[src/rtl/i_buf_ds_rx_deser.sv]
// Differential pad receiver: buffer, 2-FF sync, glitch filter, LSB-first frame
// deserializer (start, WIDTH data, stop) and invalid-pair (I_P==I_N) monitor.
module i_buf_ds_rx_deser #(
   parameter int WIDTH     = 8,
   parameter int BIT_CYC   = 16,
   parameter int FILT      = 3,
   parameter int ERR_LIMIT = 4
) (
   input  logic             clk,
   input  logic             rst,
   input  logic             I_P,
   input  logic             I_N,
   input  logic             en,
   input  logic             start,
   output logic [WIDTH-1:0] data_out,
   output logic             data_valid,
   output logic             busy,
   output logic             frame_err,
   output logic             line_err,
   output logic [15:0]      edge_cnt
);

   localparam int CW = $clog2(BIT_CYC) + 1;
   localparam int BW = $clog2(WIDTH) + 1;
   localparam int FW = 3;
   localparam int EW = 4;

   typedef enum logic [2:0] {IDLE, ARM, START, DATA, STOP} state_t;

   state_t           state_reg, state_next;
   logic             buf_o;
   logic             s1_reg, s2_reg;
   logic             p1_reg, p2_reg, n1_reg, n2_reg;
   logic [FW-1:0]    filt_cnt_reg;
   logic             filt_reg;
   logic             filt_flip, filt_fall;
   logic [EW-1:0]    run_reg;
   logic             line_set;
   logic [CW-1:0]    cyc_reg;
   logic [BW-1:0]    bit_cnt_reg;
   logic [WIDTH-1:0] shift_reg, shift_in;
   logic [WIDTH-1:0] data_out_reg;
   logic             data_valid_reg, frame_err_reg, line_err_reg;
   logic [15:0]      edge_cnt_reg;
   logic             tick_half, tick_full, last_bit;
   logic             clr_err, shift_en, stop_ok, stop_bad, cnt_run;

   // I_BUF_DS behaviour: the positive leg passes through while enabled, output low when disabled
   assign buf_o = en ? I_P : 1'b0;

   // Level syncs idle high; the raw N leg idles low so the pair looks valid out of reset
   always_ff @(posedge clk) begin
      if (rst) begin
         s1_reg <= 1'b1;
         s2_reg <= 1'b1;
         p1_reg <= 1'b1;
         p2_reg <= 1'b1;
         n1_reg <= 1'b0;
         n2_reg <= 1'b0;
      end else begin
         s1_reg <= buf_o;
         s2_reg <= s1_reg;
         p1_reg <= I_P;
         p2_reg <= p1_reg;
         n1_reg <= I_N;
         n2_reg <= n1_reg;
      end
   end

   assign filt_flip = (s2_reg != filt_reg) && (filt_cnt_reg == FW'(FILT - 1));
   assign filt_fall = filt_flip && filt_reg;

   always_ff @(posedge clk) begin
      if (rst) begin
         filt_reg     <= 1'b1;
         filt_cnt_reg <= '0;
         edge_cnt_reg <= '0;
      end else begin
         if (s2_reg == filt_reg) begin
            filt_cnt_reg <= '0;
         end else if (filt_flip) begin
            filt_reg     <= s2_reg;
            filt_cnt_reg <= '0;
         end else begin
            filt_cnt_reg <= filt_cnt_reg + FW'(1);
         end
         if (filt_flip) edge_cnt_reg <= edge_cnt_reg + 16'd1;
      end
   end

   assign line_set = (p2_reg == n2_reg) && (run_reg == EW'(ERR_LIMIT - 1));

   always_ff @(posedge clk) begin
      if (rst) begin
         run_reg <= '0;
      end else if (p2_reg != n2_reg) begin
         run_reg <= '0;
      end else if (run_reg != EW'(ERR_LIMIT)) begin
         run_reg <= run_reg + EW'(1);
      end
   end

   assign tick_half = (cyc_reg == CW'(BIT_CYC / 2 - 1));
   assign tick_full = (cyc_reg == CW'(BIT_CYC - 1));
   assign last_bit  = (bit_cnt_reg == BW'(WIDTH - 1));

   always_ff @(posedge clk) begin
      if (rst) state_reg <= IDLE;
      else     state_reg <= state_next;
   end

   always_comb begin
      state_next = state_reg;
      if (!en) begin
         state_next = IDLE;
      end else begin
         case (state_reg)
            IDLE:  if (start) state_next = ARM;
            ARM:   if (filt_fall) state_next = START;
            START: if (tick_half) state_next = filt_reg ? ARM : DATA;
            DATA:  if (tick_full && last_bit) state_next = STOP;
            STOP:  if (tick_full) state_next = IDLE;
            default: state_next = IDLE;
         endcase
      end
   end

   always_comb begin
      busy     = (state_reg != IDLE);
      clr_err  = en && start && (state_reg == IDLE);
      shift_en = en && (state_reg == DATA) && tick_full;
      stop_ok  = en && (state_reg == STOP) && tick_full && filt_reg;
      stop_bad = en && (state_reg == STOP) && tick_full && !filt_reg;
      cnt_run  = (state_reg == START) || (state_reg == DATA) || (state_reg == STOP);
   end

   generate
      if (WIDTH == 1) begin : g_shift_one
         assign shift_in = filt_reg;
      end else begin : g_shift_many
         assign shift_in = {filt_reg, shift_reg[WIDTH-1:1]};
      end
   endgenerate

   always_ff @(posedge clk) begin
      if (rst) begin
         cyc_reg        <= '0;
         bit_cnt_reg    <= '0;
         shift_reg      <= '0;
         data_out_reg   <= '0;
         data_valid_reg <= 1'b0;
         frame_err_reg  <= 1'b0;
         line_err_reg   <= 1'b0;
      end else begin
         if ((state_next != state_reg) || shift_en) cyc_reg <= '0;
         else if (cnt_run)                          cyc_reg <= cyc_reg + CW'(1);

         if (state_reg == ARM) begin
            bit_cnt_reg <= '0;
            shift_reg   <= '0;
         end else if (shift_en) begin
            bit_cnt_reg <= bit_cnt_reg + BW'(1);
            shift_reg   <= shift_in;
         end

         data_valid_reg <= stop_ok;
         if (stop_ok) data_out_reg <= shift_reg;

         // A same-cycle set beats the start-pulse clear
         if (stop_bad)     frame_err_reg <= 1'b1;
         else if (clr_err) frame_err_reg <= 1'b0;
         if (line_set)     line_err_reg  <= 1'b1;
         else if (clr_err) line_err_reg  <= 1'b0;
      end
   end

   assign data_out   = data_out_reg;
   assign data_valid = data_valid_reg;
   assign frame_err  = frame_err_reg;
   assign line_err   = line_err_reg;
   assign edge_cnt   = edge_cnt_reg;

endmodule

[config.mk]
export PLATFORM = sky130hd
export DESIGN_NAME = i_buf_ds_rx_deser
export DESIGN_NICKNAME = d
export VERILOG_FILES = /design/src/rtl/i_buf_ds_rx_deser.sv
export SDC_FILE = /design/constraint.sdc
export NUM_CORES = 1
export LEC_CHECK = 0
export ABC_AREA = 0
export CORE_MARGIN = 4
export CORE_UTILIZATION = 57
export CTS_BUF_LIST = sky130_fd_sc_hd__clkbuf_2 sky130_fd_sc_hd__clkbuf_4 sky130_fd_sc_hd__clkbuf_8
export DETAILED_ROUTE_END_ITERATION = 10
export PLACE_DENSITY = 0.89
export SLEW_MARGIN = 20
export SYNTH_ARGS = -nofsm -noshare
export SYNTH_HDL_FRONTEND = slang
export SYNTH_SLANG_ARGS = --single-unit
[constraint.sdc]
create_clock -name clk -period 2.5 [get_ports clk]
set_input_delay 0.25 -clock clk [delete_from_list [all_inputs] [get_ports clk]]
set_output_delay 0.25 -clock clk [all_outputs]
set_load 0.005 [all_outputs]
==> key figures, run 1 <==
Outcome
  – Status: finished clean

Layout
  – Synth-to-Final Area Change: 21.0%
  – Fraction of layout cells with a size suffix above 1: approximately 8.2%
  – Antenna fix cells: 0
  – Final nets: 352
  – Fillers: 327
  – Final core utilization: between 70 and 80%
  – Max FFs per register: 16

Detailed routing
  – Initial DRC Count: between 150 and 200
  – Via Count: between 2k and 2.5k
  – Vias/cell: ~5.7
  – Routed len/inst: around 14 µm
  – Final ANT Viol Nets: 0
  – First-pass DRT Iterations: 5
  – Post-route DRC: 0
  – Total wire length: about 5.6 mm

Clocking
  – Post-CTS setup buffer count: 0
  – Cts repair resizes: 0
  – Clock Tree Root: clkbuf_8
  – Reg clk slew, reported paths: ~0.07 ns
  – Clock buffer depth: 2
  – H-tree levels: 3
  – CTS tree: done
  – Worst-skew pair later-pin latency: about 0.33 ns
  – Hold-fix buffer count after cts: 0
  – CTS Buf Count: 9
  – Clk sinks: between 60 and 70

Critical path
  – WP buf/inv: 0
  – Worst-path fanout max: 10
  – CP Cell Sequence: ha_1, and3_1, ha_1, nand2_1, nor2_1, xnor2_1, nor2_1
  – R2r endpoint: bit_cnt_reg[0]$_SDFFE_PP0P_
  – CP top delay family: simple AND/OR/NAND/NOR gates
  – Slowest Stage Delay on Critical Path: between 0.5 and 0.6 ns
  – CP Capture Type: register
  – Critical path class: reg -> reg
  – FF-to-FF Start: cyc_reg[0]$_SDFFE_PP0P_
  – Reg-to-reg slack, setup: ~0.37 ns
  – Setup crit start kind: register
  – Slowest CP cell: nor2_1
  – FF-to-FF path depth: 7
  – Required @ worst endpoint: 2.71 ns
  – Arrival @ worst endpoint: 2.34 ns

Logic synthesis
  – #FFs+latches synth: a little over 60
  – Largest cells by area after synthesis: dfxtp_1 (46%), nor2_1 (5.5%), mux2i_1 (4.5%)
  – Dominant cell type by area after synthesis: dfxtp_1
  – Part of the Yosys area used for sequential elements: a little under half
  – Yosys top cell area share: 45.7%
  – Primary FF master, synth: dfxtp_1
  – Post-synth net total: around 320
  – Count leader, synth: dfxtp_1
  – Post-synth EDFFs: 0
  – Post-synth cell types: 43
  – Synth warn: 0
  – Avg Inst Size Synth: 8.80 µm²
  – Cells after Synth: ~300
  – Async SR Flop Fraction: 0%
  – Synth Cell Area: ~0.0027 mm²
  – Top post-synthesis cells by count: dfxtp_1 (61), nor2_1 (39), nand2_1 (28)

Worst hold path
  – Hold crit path type: reg -> reg
  – Worst hold endpoint: s2_reg$_SDFF_PP1_
  – Min-delay src: s1_reg$_SDFF_PP1_
  – Hold depth: 1

Power
  – Power Density: just under 600 mW/mm²
  – Worst VDD drop: 0.340 mV
  – Static Leak: approximately 1.2 nW

Die
  – Core area: ~0.0044 mm²
  – FP Rows: 24
  – Starting Density: around three fifths
  – DIE WIDTH: approximately 76 µm
  – Die Span Y: 76.5 µm
  – Die area: approximately 0.0059 mm²
  – I/O Pins: 34

Timing
  – Final Hold Viols: 0
  – Fin crit period: 2.13 ns
  – Clk_skew: slightly below 0.005 ns
  – Finish-stage setup viols: 0
  – Slew HR: between 50 and 60%
  – Fmax: between 400 and 500 MHz
  – Fin crit share: approximately 85%
  – Worst Max-Slew Pin Slew: between 0.6 and 0.7 ns
  – RSZ-0062 raised after global routing: false
  – Final Max Tran Viols: 0
  – Setup Total Neg Slack: 0 ns

Global route
  – Vias in the first global route: around 2.1k
  – First-pass GRT wire length: 9.64 mm
  – Initial antenna violation count: 0
  – Largest net degree at the start of global routing: 17
  – Gr ovfl total: 0
  – GRT Total Usage: about a fifth

Place
  – Port-buffer cells: 33
  – Placer Congestion: ~0.83
  – HPWL after DPL: between 3 and 4 mm

Run
  – Maxcap violations: 0
==> cell families (layout without fill, tap and decap cells) <==
logic type	after synthesis	after routing	synth area share [%]
mux	13	13	4.91
buf+inv	24	63	3.51
fa+ha+maj	8	8	3.74
simple gates	138	138	26.7
compound gates	41	41	8.98
flops	61	61	45.7
xor+xnor	19	19	6.50
==> final cells by class <==
type                    count  area (µm²)  share of cell area, %
clock buffers              13         179                   5.53
clock inverters             3        17.5                  0.541
inverters                  11        41.3                   1.28
multi-input cells         219        1360                   42.0
flip-flops and latches     61        1220                   37.7
well taps                  52        65.1                   2.01
repair buffers             36         353                   10.9
==> layout by cell type, fill, tap and decap left out, types with 3 or more instances in the layout <==
| cell | n |
|---|---|
| dfxtp_1 | 61 |
| nor2_1 | 39 |
| clkdlybuf4s50_1 | 33 |
| nand2_1 | 28 |
| a21oi_1 | 19 |
| nor3_1 | 14 |
| clkbuf_8 | 13 |
| mux2i_1 | 12 |
| xnor2_1 | 12 |
| inv_1 | 11 |
| nand3_1 | 9 |
| o21ai_0 | 8 |
| ha_1 | 8 |
| xor2_1 | 6 |
| nor2b_1 | 6 |
| nand4_1 | 5 |
| or2_2 | 5 |
| nor3b_1 | 4 |
| nand2b_1 | 4 |
| and3_1 | 3 |
| and4_1 | 3 |
| or3_1 | 3 |
| o31ai_1 | 3 |
| nand4b_1 | 3 |
| buf_4 | 3 |
==> how the worst max path moves through the flow <==
stage / cells past startpoint / end / from
2_1_floorplan: 7 / data_out[1]$_SDFFE_PP0P_ / cyc_reg[0]$_SDFFE_PP0P_
3_3_place_gp: 4 / data_out[6]$_SDFFE_PP0P_ / en
3_5_place_dp: 6 / data_out[5]$_SDFFE_PP0P_ / cyc_reg[0]$_SDFFE_PP0P_
4_1_cts: 6 / data_out[5]$_SDFFE_PP0P_ / cyc_reg[0]$_SDFFE_PP0P_
5_1_grt: 7 / shift_reg[4]$_SDFFE_PP0P_ / cyc_reg[0]$_SDFFE_PP0P_
6_report: 7 / bit_cnt_reg[0]$_SDFFE_PP0P_ / cyc_reg[0]$_SDFFE_PP0P_
==> worst reg2reg max path, cell delays in order, from the launching register on <==
cell and delay (ns):
dfxtp_1 0.37, ha_1 0.24, and3_1 0.20, ha_1 0.23, nand2_1 0.15, nor2_1 0.58, xnor2_1 0.19, nor2_1 0.05
==> where the power goes <==
part	internal [mW]	total (mW)	switching [mW]
registers	0.980	0.987	0.00733
clock network	0.465	0.838	0.374
logic	0.0276	0.0653	0.0377
==> layer usage <==
layer / track usage [%] / routed length (µm)
met5: 0 / 0
met4: 11.1 / 97
met3: 4.14 / 183
met2: 33.7 / 2830
met1: 23.7 / 2510
==> stage by stage <==
| step | power, mW | instances | setup slack [ns] | hold WS [ns] | area, µm² |
|---|---|---|---|---|---|
| detailed placement | 1.07 | 379 | 0.439 | 0.398 | 3040 |
| global route | 1.95 | 395 | 0.141 | 0.416 | 3240 |
| finish | 1.89 | 395 | 0.370 | 0.409 | 3240 |
| CTS | 1.90 | 395 | 0.363 | 0.407 | 3240 |
| global placement | 1.07 | 379 | 0.505 | 0.392 | 3040 |
| floorplan | 1.05 | 304 | 0.699 | 0.354 | 2670 |
No activity file was read; power rests on OpenSTA's default activity.
==> run 2: changes to the inputs <==
--- a/config.mk
+++ b/config.mk
@@ -10,4 +10,5 @@
 export CORE_UTILIZATION = 57
 export CTS_BUF_LIST = sky130_fd_sc_hd__clkbuf_2 sky130_fd_sc_hd__clkbuf_4 sky130_fd_sc_hd__clkbuf_8
+export CTS_CLUSTER_SIZE = 14
 export DETAILED_ROUTE_END_ITERATION = 10
 export PLACE_DENSITY = 0.89
==> constraint.sdc (replaced) <==
create_clock -name clk -period 2.5 [get_ports clk]
set_input_delay 0.25 -clock clk [delete_from_list [all_inputs] [get_ports clk]]
set_output_delay 0.25 -clock clk [all_outputs]
set_load 0.01 [all_outputs]
==> results of run 2 <==
The final DEF is identical to that of run 1. Status: finished clean.
==> run 3: changes to the inputs <==
SKIP_LAST_GASP = 1   (was unset)
==> results of run 3 <==
The final DEF is identical to that of run 1. Status: finished clean.
